[config.mk]
export PLATFORM = sky130hd
export DESIGN_NAME = t_pulse_debouncer
export DESIGN_NICKNAME = d
export VERILOG_FILES = /design/src/rtl/t_pulse_debouncer.sv
export SDC_FILE = /design/constraint.sdc
export NUM_CORES = 1
export LEC_CHECK = 0
export ABC_AREA = 1
export BUFFER_PORTS_ARGS = -buffer_cell sky130_fd_sc_hd__buf_2
export CAP_MARGIN = 15
export CORE_MARGIN = 2
export CORE_UTILIZATION = 39
export DETAILED_ROUTE_END_ITERATION = 12
export SLEW_MARGIN = 20
export SYNTH_ARGS = -nofsm -noshare
export SYNTH_HDL_FRONTEND = slang
export SYNTH_SLANG_ARGS = --single-unit
[constraint.sdc]
create_clock -name clk -period 1.9 [get_ports clk]
set_input_delay 0.57 -clock clk [delete_from_list [all_inputs] [get_ports clk]]
set_output_delay 0.57 -clock clk [all_outputs]
set_load 0.01 [all_outputs]
[src/rtl/t_pulse_debouncer.sv]
// t_pulse_debouncer
//   Turns a raw, asynchronous, bouncing push-button into clean one-cycle
//   toggle pulses for the T input of the downstream toggle flip-flop.
//   Pipeline: 2-FF synchronizer -> debounce FSM -> optional hold-to-repeat.
//
// Ports
//   clk            in   rising-edge clock
//   reset          in   synchronous, active-high reset
//   btn_in         in   raw button level (asynchronous, may bounce)
//   t_pulse        out  registered one-cycle pulse on a press or a repeat
//   btn_stable     out  registered debounced button level
//   repeat_active  out  high while in the repeat-period phase of a hold
//   press_count    out  confirmed presses (repeats excluded), wraps 255 -> 0
//
// States
//   state        | meaning
//   -------------+------------------------------------------------------
//   IDLE         | button released and stable, waiting for a high sample
//   PRESS_CHK    | counting consecutive high samples before accepting
//   HELD         | press accepted; repeat timer runs while held
//   RELEASE_CHK  | counting consecutive low samples; repeat timer frozen
//
// Both timers are down-counters loaded with (length - 1) and acted on at
// zero, which gives the same edge timing as counting up from 0 to length-1.

module t_pulse_debouncer #(
    parameter int DEBOUNCE_CYCLES = 1000000,
    parameter int REPEAT_EN       = 1,
    parameter int REPEAT_DELAY    = 50000000,
    parameter int REPEAT_PERIOD   = 20000000
) (
    input  logic       clk,
    input  logic       reset,
    input  logic       btn_in,
    output logic       t_pulse,
    output logic       btn_stable,
    output logic       repeat_active,
    output logic [7:0] press_count
);

    localparam int CNT_W   = (DEBOUNCE_CYCLES > 1) ? $clog2(DEBOUNCE_CYCLES) : 1;
    localparam int RPT_MAX = (REPEAT_DELAY > REPEAT_PERIOD) ? REPEAT_DELAY : REPEAT_PERIOD;
    localparam int RPT_W   = (RPT_MAX > 1) ? $clog2(RPT_MAX) : 1;

    localparam logic [CNT_W-1:0] CNT_LOAD    = CNT_W'(DEBOUNCE_CYCLES - 1);
    localparam logic [CNT_W-1:0] CNT_ONE     = CNT_W'(1);
    localparam logic [RPT_W-1:0] DELAY_LOAD  = RPT_W'(REPEAT_DELAY - 1);
    localparam logic [RPT_W-1:0] PERIOD_LOAD = RPT_W'(REPEAT_PERIOD - 1);
    localparam logic [RPT_W-1:0] RPT_ONE     = RPT_W'(1);

    typedef enum logic [1:0] {
        IDLE        = 2'd0,
        PRESS_CHK   = 2'd1,
        HELD        = 2'd2,
        RELEASE_CHK = 2'd3
    } state_t;

    logic             sync1;
    logic             sync2;
    state_t           state;
    state_t           state_nxt;
    logic [CNT_W-1:0] cnt;
    logic [CNT_W-1:0] cnt_nxt;
    logic [RPT_W-1:0] rpt_cnt;
    logic [RPT_W-1:0] rpt_cnt_nxt;
    logic             t_pulse_nxt;
    logic             btn_stable_nxt;
    logic             repeat_active_nxt;
    logic [7:0]       press_count_nxt;

    always_ff @(posedge clk) begin
        if (reset) begin
            sync1         <= 1'b0;
            sync2         <= 1'b0;
            state         <= IDLE;
            cnt           <= '0;
            rpt_cnt       <= '0;
            t_pulse       <= 1'b0;
            btn_stable    <= 1'b0;
            repeat_active <= 1'b0;
            press_count   <= 8'd0;
        end else begin
            sync1         <= btn_in;
            sync2         <= sync1;
            state         <= state_nxt;
            cnt           <= cnt_nxt;
            rpt_cnt       <= rpt_cnt_nxt;
            t_pulse       <= t_pulse_nxt;
            btn_stable    <= btn_stable_nxt;
            repeat_active <= repeat_active_nxt;
            press_count   <= press_count_nxt;
        end
    end

    always_comb begin
        state_nxt         = state;
        cnt_nxt           = cnt;
        rpt_cnt_nxt       = rpt_cnt;
        t_pulse_nxt       = 1'b0;
        btn_stable_nxt    = btn_stable;
        repeat_active_nxt = repeat_active;
        press_count_nxt   = press_count;

        case (state)
            IDLE: begin
                if (sync2) begin
                    state_nxt = PRESS_CHK;
                    cnt_nxt   = CNT_LOAD;
                end
            end

            // A low sample is tested before the terminal count so a bounce
            // landing on the terminal edge still rejects the press.
            PRESS_CHK: begin
                if (!sync2) begin
                    state_nxt = IDLE;
                end else if (cnt == '0) begin
                    state_nxt       = HELD;
                    t_pulse_nxt     = 1'b1;
                    btn_stable_nxt  = 1'b1;
                    press_count_nxt = press_count + 8'd1;
                    rpt_cnt_nxt     = DELAY_LOAD;
                end else begin
                    cnt_nxt = cnt - CNT_ONE;
                end
            end

            // repeat_active is always 0 on entry from PRESS_CHK, so the
            // first interval loaded is the initial delay; each repeat then
            // reloads with the period.
            HELD: begin
                if (!sync2) begin
                    state_nxt = RELEASE_CHK;
                    cnt_nxt   = CNT_LOAD;
                end else if (REPEAT_EN != 0) begin
                    if (rpt_cnt == '0) begin
                        t_pulse_nxt       = 1'b1;
                        rpt_cnt_nxt       = PERIOD_LOAD;
                        repeat_active_nxt = 1'b1;
                    end else begin
                        rpt_cnt_nxt = rpt_cnt - RPT_ONE;
                    end
                end
            end

            // A high sample here is a release glitch: go back to HELD with
            // the repeat timer exactly where it was left.
            RELEASE_CHK: begin
                if (sync2) begin
                    state_nxt = HELD;
                end else if (cnt == '0) begin
                    state_nxt         = IDLE;
                    btn_stable_nxt    = 1'b0;
                    repeat_active_nxt = 1'b0;
                end else begin
                    cnt_nxt = cnt - CNT_ONE;
                end
            end

            default: begin
                state_nxt = IDLE;
            end
        endcase
    end

endmodule

# [Yosys cells after proc, flatten, opt, wreduce, memory -nomap -nowiden]
# Cells that the tools add are included.
[word_totals] reg_bits=61 latchBits=0 ram_bits=0 romBits=0 in_bits=3 word_cells=68 n_memories=0
[classes] addsub=3 n_mul=0 div_mod_pow=0 order_cmp=0 n_eq_ne=13 n_shift=0 muxes=31 n_bitwise=0 n_reduce_logical=12
[op_table] op="26-bit two-way mux" n=4
[op_table] op="20-bit two-way mux" n=5
[op_table] op="20-bit case mux with 4 select lines" n=1
[op_table] op="26-bit case mux with 2 select lines" n=1
[op_table] op="26-bit zero test" n=1
[op_table] op="26-bit by 1-bit subtractor with 26-bit output, second input constant" n=1
[op_table] op="20-bit zero test" n=1
[op_table] op="20-bit by 1-bit subtractor with 20-bit output, second input constant" n=1
[op_table] op="2-bit != test, second input constant" n=8
[op_table] op="2-bit two-way mux" n=6
[op_table] op="4-bit AND reduction" n=3
[op_table] op="1-bit two-way mux" n=10
[op_table] op="5-bit AND reduction" n=2
[op_table] op="8-bit by 1-bit adder with 8-bit output, second input constant" n=1
[op_table] op="2-bit case mux with 4 select lines" n=1
[op_table] op="3-bit != test, second input constant" n=2
[op_table] op="1-bit case mux with 2 select lines" n=3
[op_table] op="2-bit nonzero test" n=3
[op_table] op="2-bit equality test, second input constant" n=2
[op_table] op="3-bit AND reduction" n=1
[op_table] op="2-bit by 1-bit equality test with 1-bit output, second input constant" n=1
[op_table] op="2-bit zero test" n=1

# [Longest topological paths before layout]
[logic_depth] ltp_word=4 depth_mapped=13 depth_no_buf=12

# [Worst setup path after synthesis]
# OpenSTA, ideal clock, no wires.
[synth_path] path_kind="flip-flop to flip-flop" startpoint="reg state[0]" endpoint="reg cnt[1]" arrival_time_ns=1.608 slack_ns=0.176 path_stages_with_launch=11 n_path_buf=1 cell_sequence="dfxtp_1 inv_1 ha_1 nand2_1 inv_1 a21oi_4 nand2_1 nor2_4 buf_2 nand3_1 o211a_1"
[synth_between] elab_chain_len=3 word_cells_on_any_way=10 cone_classes="7 x eq/ne; 1 x mux; 2 x reduce/logical"
[synth_rtl] element="start, declared" line="60" text="state_t state;"
[synth_rtl] element="start signal, assigned" line="85" text="state <= state_nxt;"
[synth_rtl] element="2-bit equality test, or another cell as far along" line="104" text="case (state)"
[synth_rtl] element="2-bit != test (no line)"
[synth_rtl] element="4-bit AND reduction (no line)"
[synth_rtl] element="end signal, assigned" line="86" text="cnt <= cnt_nxt;"
[synth_rtl] element="end, declared" line="62" text="logic [CNT_W-1:0] cnt;"
# Parallel ways exist; a longest one is shown, timed or not.
# A chain may end at the register's enable or synchronous reset.

==> out/qor.txt <==
Clock Path Buffers - 2
Clk pin slew, worst setup/hold paths - 70 ps
Filler cells - 995
R2R depth - 11
DRT iter0 DRCs - 190
Multi-input gate area - 2200 µm²
Cells taking the most area after synthesis - dfxtp_1, nand2_1, nor2_1
Number of synthesized flops with an enable pin - 0
Routability cong. - 0.878
Number of diodes - 0
Initial Util - 40.2%
DR DRC count - 0
CTS Buf Count - 9
DR pass1 iterations - 5
Max Clock Skew - 12.5 ps
Fin crit share - 92.9%
Final Hold Fails - 0
Worst min path class - in -> reg
Synth top cells by count - nand2_1, nor2_1, dfxtp_1
Tmin final - 1770 ps
Global Route Usage Sum - 18.9%
Prevailing post-synth register cell - dfxtp_1
Flops & latches, synth - 61
Drt wl/cell - 12.7 µm
Setup-failing EPs final - 0
Outcome - completed
CP Launch Type - flop
Post-synthesis cell count - 566
Placed wire-length estimate - 6.75 mm
Yosys Warn Count - 0
Share of layout cells above drive strength 1 - 15.7%
P_leak - 0.00192 µW
DP Cell Count - 703
Hold_ws - 437 ps
Pre-CTS setup slack - 59.1 ps
Most common cell in the netlist - nand2_1
Clock Latency Late Sink - 340 ps
PnR worst setup slack - 135 ps
Slew @ Worst Pin - 410 ps
Slew headroom - 72.7%
Number of H-tree levels - 3
Sequential share of the synthesized area - 33.1%
Critical path arrival - 2030 ps
Final Max Tran Viols - 0
Pwr dens - 1310 nW/µm²
Vias per std cell - 5.00
# rows - 35
Cell taking the most area after synthesis - dfxtp_1
Hold path depth - 3
Nets - 619
Asr flop ratio synth - 0%
Peak supply drop - 0.665 mV
Die area - 10300 µm²
Max Clock Freq - 566 MHz
Req. time, crit path - 2170 ps
Congestion Overflow GR - 0
Crit end category - flop
Worst-path fanout max - 6
Vias in the first global route - 3267
Total number of vias - 3617
Area growth syn-to-layout - 16.4%
Synth Area per Inst - 6.53 µm²
Port Buf Inserts - 13
Fin Setup TNS - 0 ps
Chip Height - 101 µm
Synth cell types - 35
Area of the core - 9200 µm²
Die width - 101 µm
Mapped Nets - 577
Largest net degree at the start of global routing - 36
Mapped Area - 3690 µm²
Synth top area share - 33.1%
Final Util - 46.8%
Initial antenna violation count - 0
Root buf cell - clkbuf_8
Global-route wire length before repair - 15.4 mm
IO Pins - 14
CTS sink cnt - 61
CTS tree - yes
Drt total wl - 9.21 mm
Max_cap viols - 0
Remaining antenna violation count after routing - 0
WS Path Type - reg -> reg
Register area - 1220 µm²
Fin cells - 724
## layout by cell type (no fill, tap or decap), types with 5 or more instances in the layout
cell | synthesis | layout
nand2_1 | 144 | 143
nor2_1 | 92 | 89
dfxtp_1 | 61 | 59
inv_1 | 49 | 49
a21oi_1 | 45 | 45
nand3_1 | 36 | 36
buf_4 | 0 | 27
o21ai_0 | 17 | 15
xnor2_1 | 15 | 15
nor2_2 | 12 | 14
nand4_1 | 14 | 14
o21ai_1 | 13 | 14
buf_2 | 3 | 13
nor3_1 | 9 | 9
clkbuf_8 | 0 | 9
ha_1 | 8 | 7
nor2_4 | 4 | 5
o31ai_1 | 5 | 5
xor2_1 | 5 | 5
## worst paths after layout
| path | startpoint | endpoint | slack, ps |
|---|---|---|---|
| hold reg to reg | sync1 | sync2 | 450 |
| hold / removal | btn_in | sync1 | 440 |
| setup / recovery | flop | cnt[3] | 130 |
| setup reg to reg | flop | cnt[3] | 130 |
## report_power, final
part	switching, µW	internal [µW]
logic	1800	1190
clock network	546	476
registers	168	1440
## layer usage
| metal | wire length (µm) | up-vias | GRT usage (%) | share of wire (%) |
|---|---|---|---|---|
| met5 | 0 | - | 0 | 0 |
| met4 | 129 | 0 | 6.55 | 1.4 |
| met3 | 330 | 13 | 3.66 | 3.6 |
| met2 | 4120 | 60 | 30.0 | 45 |
| met1 | 4630 | 1630 | 25.9 | 50 |
| li1 | - | 1914 | - | - |
## critical path, stage by stage (launching register included)
cell and delay (ps):
dfxtp_2 360, inv_1 70, ha_1 210, inv_1 130, o21ai_0 110, inv_1 110, nand2_2 80, nor2_4 180
buf_12 140, clkbuf_16 130, o31ai_1 60, a21oi_1 120
## cell families after synthesis
kind of cell / Yosys count / share of synthesized area [%]
xor+xnor: 20 / 4.74
buf+inv: 68 / 7.86
compound gates: 86 / 12.8
flops: 61 / 33.1
simple gates: 323 / 38.9
fa+ha+maj: 8 / 2.71
## what timing repair did
item                                    in CTS  in global routing
resized for setup                            0                 17
endpoints found under the setup margin       0                 35
setup buffers                                0                  4
hold buffers                                 0                  0
## sequential cells by signal, summed over array words and instances, names as in the netlist, named ones only
| name | count |
|---|---|
| btn_stable | 1 |
| cnt | 20 |
| press_count | 8 |
| repeat_active | 1 |
| rpt_cnt | 26 |
| state | 1 |
| sync1 | 1 |
| sync2 | 1 |
| t_pulse | 1 |
## stage by stage
stage	instance area [µm²]	power (µW)
finish	4300	5620
global route	4300	6100
CTS	4200	5490
detailed placement	4030	4450
global placement	4030	4420
floorplan	3690	3750
## area by class of cell
cell class                 count  share of cell area (%)
clock buffer                  11                    3.05
clock inverter                 5                   0.844
inverter                      54                    4.83
multi-input combinational    437                    51.3
sequential                    61                    28.4
tap                          111                    3.23
timing repair buffer          45                    8.35
Power figures use the tool's default switching activity.
